### config.mk
export PLATFORM = sky130hd
export DESIGN_NAME = line_buffer_ctrl
export DESIGN_NICKNAME = d
export VERILOG_FILES = /design/src/rtl/line_buffer_ctrl.sv
export SDC_FILE = /design/constraint.sdc
export NUM_CORES = 1
export LEC_CHECK = 0
export ABC_AREA = 0
export CORE_MARGIN = 3
export CORE_UTILIZATION = 40
export DETAILED_ROUTE_END_ITERATION = 16
export PLACE_DENSITY = 0.8
export SYNTH_ARGS = -nofsm -noshare
export SYNTH_HDL_FRONTEND = slang
export SYNTH_SLANG_ARGS = --single-unit
export TNS_END_PERCENT = 50
### constraint.sdc
create_clock -name i_clk -period 2.47 [get_ports i_clk]
set_input_delay 0.247 -clock i_clk [delete_from_list [all_inputs] [get_ports i_clk]]
set_output_delay 0.247 -clock i_clk [all_outputs]
set_load 0.02 [all_outputs]
### src/rtl/line_buffer_ctrl.sv
// Line buffer sequencer: writes each incoming pixel into a one-line RAM and
// pairs it with the same column of the previous line, one cycle later.
//
// state  | meaning
// IDLE   | waiting for a start-of-frame pixel; other pixels are dropped
// ACTIVE | inside a frame, counting columns and rows
module line_buffer_ctrl #(
  parameter int WIDTH  = 640,
  parameter int HEIGHT = 480
) (
  input  logic                     i_clk,
  input  logic                     i_rst_n,
  input  logic                     i_valid,
  input  logic                     i_sof,
  input  logic [15:0]              i_pixel,
  output logic                     o_ram_we,
  output logic [$clog2(WIDTH)-1:0] o_ram_waddr,
  output logic [$clog2(WIDTH)-1:0] o_ram_raddr,
  output logic [15:0]              o_ram_wdata,
  input  logic [15:0]              i_ram_rdata,
  output logic                     o_valid,
  output logic [15:0]              o_pix_cur,
  output logic [15:0]              o_pix_prev,
  output logic                     o_sol,
  output logic                     o_eol,
  output logic                     o_sof,
  output logic                     o_eof,
  output logic                     o_err
);

  localparam int CW = $clog2(WIDTH);
  localparam int RW = (HEIGHT > 1) ? $clog2(HEIGHT) : 1;
  localparam logic [CW-1:0] COL_LAST = CW'(WIDTH - 1);
  localparam logic [RW-1:0] ROW_LAST = RW'(HEIGHT - 1);

  typedef enum logic {IDLE, ACTIVE} state_t;

  state_t        state_q, state_d;
  logic [CW-1:0] col_q, col_d, pix_col;
  logic [RW-1:0] row_q, row_d, pix_row;
  logic          processed;
  logic          err_set;
  logic          prev_en_q;

  always_comb begin
    state_d   = state_q;
    col_d     = col_q;
    row_d     = row_q;
    processed = 1'b0;
    err_set   = 1'b0;
    pix_col   = col_q;
    pix_row   = row_q;
    // a start-of-frame pixel always lands at the origin, even mid-frame
    if (i_valid && i_sof) begin
      pix_col = '0;
      pix_row = '0;
    end
    if (i_rst_n && i_valid) begin
      case (state_q)
        IDLE: begin
          if (i_sof) processed = 1'b1;
          else       err_set   = 1'b1;
        end
        ACTIVE: begin
          processed = 1'b1;
          err_set   = i_sof;
        end
        default: ;
      endcase
    end
    if (processed) begin
      state_d = ACTIVE;
      if (pix_col == COL_LAST) begin
        col_d = '0;
        if (pix_row == ROW_LAST) begin
          row_d   = '0;
          state_d = IDLE;
        end else begin
          row_d = pix_row + 1'b1;
        end
      end else begin
        col_d = pix_col + 1'b1;
        row_d = pix_row;
      end
    end
  end

  always_ff @(posedge i_clk or negedge i_rst_n) begin
    if (!i_rst_n) begin
      state_q   <= IDLE;
      col_q     <= '0;
      row_q     <= '0;
      o_valid   <= 1'b0;
      o_pix_cur <= '0;
      prev_en_q <= 1'b0;
      o_sol     <= 1'b0;
      o_eol     <= 1'b0;
      o_sof     <= 1'b0;
      o_eof     <= 1'b0;
      o_err     <= 1'b0;
    end else begin
      state_q   <= state_d;
      col_q     <= col_d;
      row_q     <= row_d;
      o_valid   <= processed;
      o_pix_cur <= i_pixel;
      prev_en_q <= processed && (pix_row != '0);
      o_sol     <= processed && (pix_col == '0);
      o_eol     <= processed && (pix_col == COL_LAST);
      o_sof     <= processed && (pix_col == '0) && (pix_row == '0);
      o_eof     <= processed && (pix_col == COL_LAST) && (pix_row == ROW_LAST);
      if (err_set) o_err <= 1'b1;
    end
  end

  // RAM read data arrives the cycle after the address, aligned with o_valid
  assign o_pix_prev  = prev_en_q ? i_ram_rdata : '0;
  assign o_ram_we    = processed;
  assign o_ram_waddr = pix_col;
  assign o_ram_raddr = pix_col;
  assign o_ram_wdata = i_pixel;

endmodule

### After elaboration in Yosys (flattened, before gate mapping)

Cells that the tools add are included.

| cells by class | value |
|---|---|
| $add $sub $neg | 2 |
| multiply operators | 0 |
| divide/modulo/power cells | 0 |
| magnitude comparators | 0 |
| equality and inequality tests | 2 |
| shift-type cells | 0 |
| mux-type cells | 14 |
| bitwise operators | 1 |
| reduce and logical (&&, ||, !) cells | 10 |

Operators with widths:

| operator | count |
|---|---|
| $mux 9 | 3 |
| $mux 10 | 2 |
| $mux 16 | 1 |
| $add 10x1->10 const B | 1 |
| $eq 10x10->1 const B | 1 |
| $logic_not 10->1 | 1 |
| $add 9x1->9 const B | 1 |
| $eq 9x9->1 const B | 1 |
| $logic_not 9->1 | 1 |
| $reduce_bool 9->1 | 1 |
| $logic_and 1x1->1 | 7 |
| $mux 1 | 6 |
| $pmux 1 s2 | 2 |
| $not 1->1 | 1 |

| storage, ports and cells | value |
|---|---|
| bits in registers | 43 |
| latch bits | 0 |
| bits in writable memories | 0 |
| ROM bits | 0 |
| input bits | 36 |
| output and inout bits | 75 |
| logic and storage cells | 40 |
| memories | 0 |

### Logic depth before layout (Yosys ltp)

Gate-level depths: netlist (run 1).

| logic depth | value |
|---|---|
| depth after elaboration | 5 |
| gate-level depth with buffers | 10 |
| mapped depth without buffers | 7 |

### Least setup slack after synthesis (run 1)

Ideal clock, no wire load.

| timing | value |
|---|---|
| path kind | input-to-reg |
| from | input port i_sof |
| to | register row_q[8] |
| arrival | 2.044 ns |
| slack | 0.357 ns |
| cell stages on the path | 8 |
| path buffers | 1 |
| cells stage by stage | buf_2 nand2_1 and2_1 ha_1 and4_4 and4_1 or3b_1 nand3_1 |

| on the way | value |
|---|---|
| elaborated cells between the ends (all ways) | 11 |

RTL lines:

| what | RTL line | text |
|---|---|---|
| start, declared | 14 | `input logic i_sof,` |
| $logic_and 1x1->1 | 54 | `if (i_valid && i_sof) begin` |
| $mux 10 | 54 |  |
| net o_ram_raddr[0] | 18 | `output logic [$clog2(WIDTH)-1:0] o_ram_raddr,` |
| $eq 10x10->1 | 73 | `if (pix_col == COL_LAST) begin` |
| $mux 9 | 73 |  |
| end signal, assigned | 104 | `row_q <= row_d;` |
| end, declared | 40 | `logic [RW-1:0] row_q, row_d, pix_row;` |

The timed path passes the listed nets, and every way through them passes these cells.
A chain may end at the register's enable or synchronous reset.

### Final worst setup path (run 1)

| timing | value |
|---|---|
| from | input port i_sof |
| to | output port o_ram_we |

| on the way | value |
|---|---|
| cells in the longest elaborated chain, start to end | 3 |

Ends and longest elaborated chain:

| what | RTL line | text |
|---|---|---|
| $mux 1 | 61 | `if (i_sof) processed = 1'b1;` |
| $pmux 1 s2 | 59 | `case (state_q)` |
| $mux 1 | 58 | `if (i_rst_n && i_valid) begin` |
| end, declared | 16 | `output logic o_ram_we,` |

No other way between the ends.

==> impl_metrics.toml, run 1 <==
[detailed_routing]
num_vias = 2056
drtAntennaViolNets = 0
drtIter0Drc = 111
wl_per_cell_um = 13.8
drc_errors = 0
dr.pass1.iters = 4
vias_per_cell = 5.21
totalWireLength_um = 5460

[floorplanning]
ioPinCount = 111
dieArea_um2 = 6560
die_w_um = 81.0
core_area_um2 = 5270
rows = 26
chipHeight_um = 81.0
initial_core_util_pct = 42.7

[final_layout]
fin_cells = 395
num_antenna_cells = 0
fin_util_pct = 64.5
nets = 363
multiInputGateArea_um2 = 916
syn_to_final_growth_pct = 50.9
layout_commonest_cell = "clkdlybuf4s50_1"
final_cell_mix = "109 x clkdlybuf4s50_1, 43 x dfrtp_1, 32 x and2_1"
drive_gt1_share_pct = 7.69
fill_cells = 436
regArea_um2 = 1080

[clock_tree]
cts.path.max_buffers = 2
cts_tree = "built"
postCtsHoldBufs = 1
cts-root-buf = "clkbuf_8"
clock_latency_ns = 0.30
post_cts.repair.setup_buffers = 0
numCtsBuffers = 5
cts_resized = 0
clkSlewWorstSetupHoldPaths_ns = 0.09
htree_levels = 2
cts.sinks = 43

[logic_synthesis]
synth-async-reset-ratio_pct = 100
yosysWarnings = 0
synth_edf_count = 0
ys.flop_type = "dfrtp_1"
syn_inst = 228
yosysSeqAreaShare_pct = 47.8
synth_area_per_cell_um2 = 9.87
syn_area_um2 = 2250
synth.distinct_cells = 41
synth_nets = 267
synth_seq_cells = 43

[global_route]
grt_pass1_wl_um = 8780
antenna_found_initial = 0
grt-ovfl-total = 0
grt_pass1_vias = 1970
grt_max_degree = 25
grt_usage_pct = 17.4

[sta]
finalCritPeriodShare_pct = 91.8
max_freq_mhz = 441
holdWs_ns = 0.379
setup_violations = 0
worst_slack_ns = 0.203
setup-tns-final_ns = 0
period_needed_ns = 2.27
worst_pin_slew_ns = 0.350
rsz0062_at_grt = "no"
slew_headroom_pct = 76.4
final_max_slew_viol_count = 0
fin_worst_skew_ns = 0.00934
hold_violations = 0

[power]
p_leak_uw = 0.00145
irDropWorstVdd_v = 0.000365
internal-power_uw = 1190
switching_share_pct = 31.3
p_seq_share_pct = 46.2
combPwrFrac_pct = 26.5
clkPwrFrac_pct = 27.3
cellPowerDensity_nw_per_um2 = 512
switchingPower_uw = 544

[critical_path]
cp_slowest_cell = "clkdlybuf4s50_1"
slowest_delay_ns = 0.60
r2r_start = "col_q[0]$_DFFE_PN0P_"
critical_path.n_buffers_inverters = 5
cp-end-kind = "primary output"
cp.required_ns = 2.22
crit_path_start = "i_sof"
cp_max_fo = 10
crit_path_start_kind = "input pin"
path_class = "input pin to primary output"
path_cells = "clkdlybuf4s50_1 -> buf_4 -> inv_1 -> ha_1 -> nand3b_1 -> inv_1 -> clkdlybuf4s50_1"
cpLargestDelayFamily = "buffers and inverters"
critPathArrivalTime_ns = 2.02

[place]
io_buffers = 110
place_congestion = 0.875
dp_worst_setup_slack_ns = 0.141
dp_cells = 386
hpwl_um = 4190

[status]
status = "complete, no violations"

[flow_run]
max-cap-violations = 0

[min_path]
hold_path.class = "input pin to async pin"
registers in the layout (all words and copies together), names as in the netlist:
signal,count
row_q,9
state_q,1
o_sol,1
o_valid,1
col_q,10
prev_en_q,1
o_eol,1
o_sof,1
o_pix_cur,16
o_err,1
o_eof,1
path summary, 6_finish.rpt:
kind                            cells past startpoint  slack [ns]                      end
worst max-delay path                                7        0.20                 o_ram_we
worst min-delay path                                2        0.38        o_err$_DFFE_PN0P_
worst max register to register                      6        0.60     row_q[8]$_DFFE_PN0P_
worst min register to register                      1        0.49        o_err$_DFFE_PN0P_
max in group asynchronous                           3        1.47     col_q[8]$_DFFE_PN0P_
min in group i_clk                                  1        0.40  o_pix_cur[14]$_DFF_PN0_
metal layers:
layer / up-vias / share of wire (%) / global-route usage (%)
met3: 8 / 12 / 7.21
met2: 115 / 44 / 28.1
met1: 961 / 42 / 20.7
li1: 972 / - / -
met5: - / 0 / 0
met4: 0 / 1.6 / 6.42
synth_stat cells, types with 3 or more instances:
cell type / count / share of area, %
nand4_1: 7 / 1.9
a21oi_1: 5 / 1.1
o21ai_0: 10 / 2.2
clkbuf_1: 4 / 0.67
buf_4: 28 / 9.3
nor2_1: 10 / 1.7
and4_1: 4 / 1.6
and2_1: 32 / 8.9
inv_1: 5 / 0.83
ha_1: 3 / 1.7
nor4_1: 4 / 1.1
and3_1: 3 / 0.83
a31oi_1: 4 / 1.1
nand3_1: 7 / 1.6
nand2_1: 20 / 3.3
o211ai_1: 3 / 1.0
dfrtp_1: 43 / 48
per-stage QoR:
step | instance area [um2] | power [uW]
floorplan | 2250 | 1060
global placement | 3290 | 1270
detailed placement | 3290 | 1280
CTS | 3400 | 1760
global route | 3400 | 1830
finish | 3400 | 1740
cell type report:
class	count	area share, %
clock buffers	5	2.03
clock inverters	3	0.773
inverters	5	0.552
multi-input cells	145	27.0
flip-flops and latches	43	31.7
well taps	70	2.58
repair buffers	124	35.4
cell families (layout without fill, tap and decap cells):
family	count (synthesis)	count (layout)	synth area share, %
and+or+nand+nor	98	98	25.0
DFF	43	43	47.8
AOI/OAI and AO/OA	40	40	12.3
buffers and inverters	40	137	11.5
adders and majority gates	3	3	1.67
xor gates and xnor gates	2	2	0.778
muxes	2	2	0.889
power by group through the flow:
stage | clock [uW] | combinational [uW] | sequential (uW)
2_1_floorplan | 0 | 246 | 819
3_3_place_gp | 0 | 458 | 816
3_5_place_dp | 0 | 464 | 817
4_1_cts | 488 | 467 | 803
5_1_grt | 519 | 496 | 815
6_report | 474 | 461 | 803
(Power assumes the default switching activity.)
==> inputs of run 2 (changes only) <==
SKIP_CTS_REPAIR_TIMING = 1   (was default)
==> run 2 against run 1 <==
Power barely moved. Clock power barely moved. Sequential power barely moved. Worst setup slack got worse by 0.0044 ns. Sequential share of layout area did not move. Non-clock buffer count did not move. Critical path depth did not move. Combinational power barely moved. Via count fell by 0.24%. Die area did not move. Sequential cell count did not move. Clock skew rose by 0.00055 ns. Highest routed layer unchanged.
==> impl_metrics.toml, run 2 (synthesis gave the netlist of run 1 again) <==
[sta]
final_max_slew_viol_count = 0
rsz0062_at_grt = "no"
hold_violations = 0
period_needed_ns = 2.27
worst_pin_slew_ns = 0.350
max_freq_mhz = 440
slew_headroom_pct = 76.4
worst_slack_ns = 0.198
setup_violations = 0
setup-tns-final_ns = 0
fin_worst_skew_ns = 0.00989
finalCritPeriodShare_pct = 92.0

[final_layout]
syn_to_final_growth_pct = 50.9
fill_cells = 436
top_register = "o_pix_cur"
layout_commonest_cell = "clkdlybuf4s50_1"
nets = 363
final_cell_mix = "109 x clkdlybuf4s50_1, 43 x dfrtp_1, 32 x and2_1"
largest_reg_flops = 16
drive_gt1_share_pct = 7.69
reg_top3 = "o_pix_cur (16), col_q (10), row_q (9)"
num_antenna_cells = 0

[power]
cellPowerDensity_nw_per_um2 = 512
internal-power_uw = 1190
p_leak_uw = 0.00145
clkPwrFrac_pct = 27.3
switching_share_pct = 31.4
irDropWorstVdd_v = 0.000365
p_seq_share_pct = 46.2
switchingPower_uw = 546
combPwrFrac_pct = 26.5

[detailed_routing]
drc_errors = 0
drtAntennaViolNets = 0
drtIter0Drc = 116
totalWireLength_um = 5480
vias_per_cell = 5.19
num_vias = 2051
dr.pass1.iters = 4
wl_per_cell_um = 13.9

[clock_tree]
clock_latency_ns = 0.30
numCtsBuffers = 5
cts_tree = "built"
cts-root-buf = "clkbuf_8"
cts.sinks = 43
htree_levels = 2
cts.path.max_buffers = 2
clkSlewWorstSetupHoldPaths_ns = 0.09

[floorplanning]
initial_core_util_pct = 42.7
rows = 26
core_area_um2 = 5270
chipHeight_um = 81.0
die_w_um = 81.0
dieArea_um2 = 6560
ioPinCount = 111

[min_path]
hold_path.class = "input pin to async pin"

[status]
status = "complete, no violations"

[global_route]
grt_pass1_vias = 1948
grt_pass1_wl_um = 8760
grt_usage_pct = 17.3
grt-ovfl-total = 0
grt_max_degree = 25
antenna_found_initial = 0

[place]
hpwl_um = 4190
place_congestion = 0.875
io_buffers = 110
dp_worst_setup_slack_ns = 0.141

[critical_path]
cp.required_ns = 2.22
slowest_delay_ns = 0.60
crit_path_start_kind = "input pin"
cpLargestDelayFamily = "buffers and inverters"
critical_path.n_buffers_inverters = 5
cp-end-kind = "primary output"
path_class = "input pin to primary output"
cp_max_fo = 10
cp_slowest_cell = "clkdlybuf4s50_1"
path_cells = "clkdlybuf4s50_1 -> buf_4 -> inv_1 -> ha_1 -> nand3b_1 -> inv_1 -> clkdlybuf4s50_1"
critPathArrivalTime_ns = 2.02

[flow_run]
max-cap-violations = 0
[run 2: cell counts in the layout (fill, tap and decap cells not counted)]
Identical to the previous run, type by type.
[run 2: layer usage]
metal | global-route usage [%] | wire length, um
met4 | 6.42 | 89
met5 | 0 | 0
met2 | 27.8 | 2430
met3 | 7.21 | 689
met1 | 20.9 | 2280
[run 2: through the flow]
step           instance area, um2  power, uW  std cells  hold slack, ns  utilization, %
2_1_floorplan                2250       1060        228         -0.0486               -
3_3_place_gp                 3290       1270        386           0.149            62.5
3_5_place_dp                 3290       1280        386           0.152            62.5
4_1_cts                      3390       1760        394          -0.190            64.3
5_1_grt                      3400       1830        395           0.379            64.5
6_report                     3400       1740        395           0.368            64.5
[run 2: power groups by stage]
stage               Sequential [uW]  Combinational (uW)  Clock [uW]
floorplan                       819                 246           0
global placement                816                 458           0
detailed placement              817                 464           0
CTS                             803                 466         488
global route                    815                 496         519
finish                          804                 461         475
[run 2: worst paths after layout]
path	slack (ns)	cells past startpoint	to	startpoint
hold reg to reg	0.49	1	o_err$_DFFE_PN0P_	o_err$_DFFE_PN0P_
setup reg to reg	0.60	6	row_q[8]$_DFFE_PN0P_	col_q[0]$_DFFE_PN0P_
setup / recovery	0.20	7	o_ram_we	i_sof
hold / removal	0.37	2	o_err$_DFFE_PN0P_	i_rst_n
max in group asynchronous	1.49	3	col_q[7]$_DFFE_PN0P_	i_rst_n
min in group i_clk	0.40	1	o_pix_cur[14]$_DFF_PN0_	i_pixel[14]
[run 2: area by class of cell]
type,instances,area (um2),share of cell area (%)
clock inverter,3,26.3,0.773
clock buffer,5,68.8,2.03
tap,70,87.6,2.58
timing repair buffer,124,1200,35.4
multi-input combinational,145,916,27.0
sequential,43,1080,31.7
inverter,5,18.8,0.552
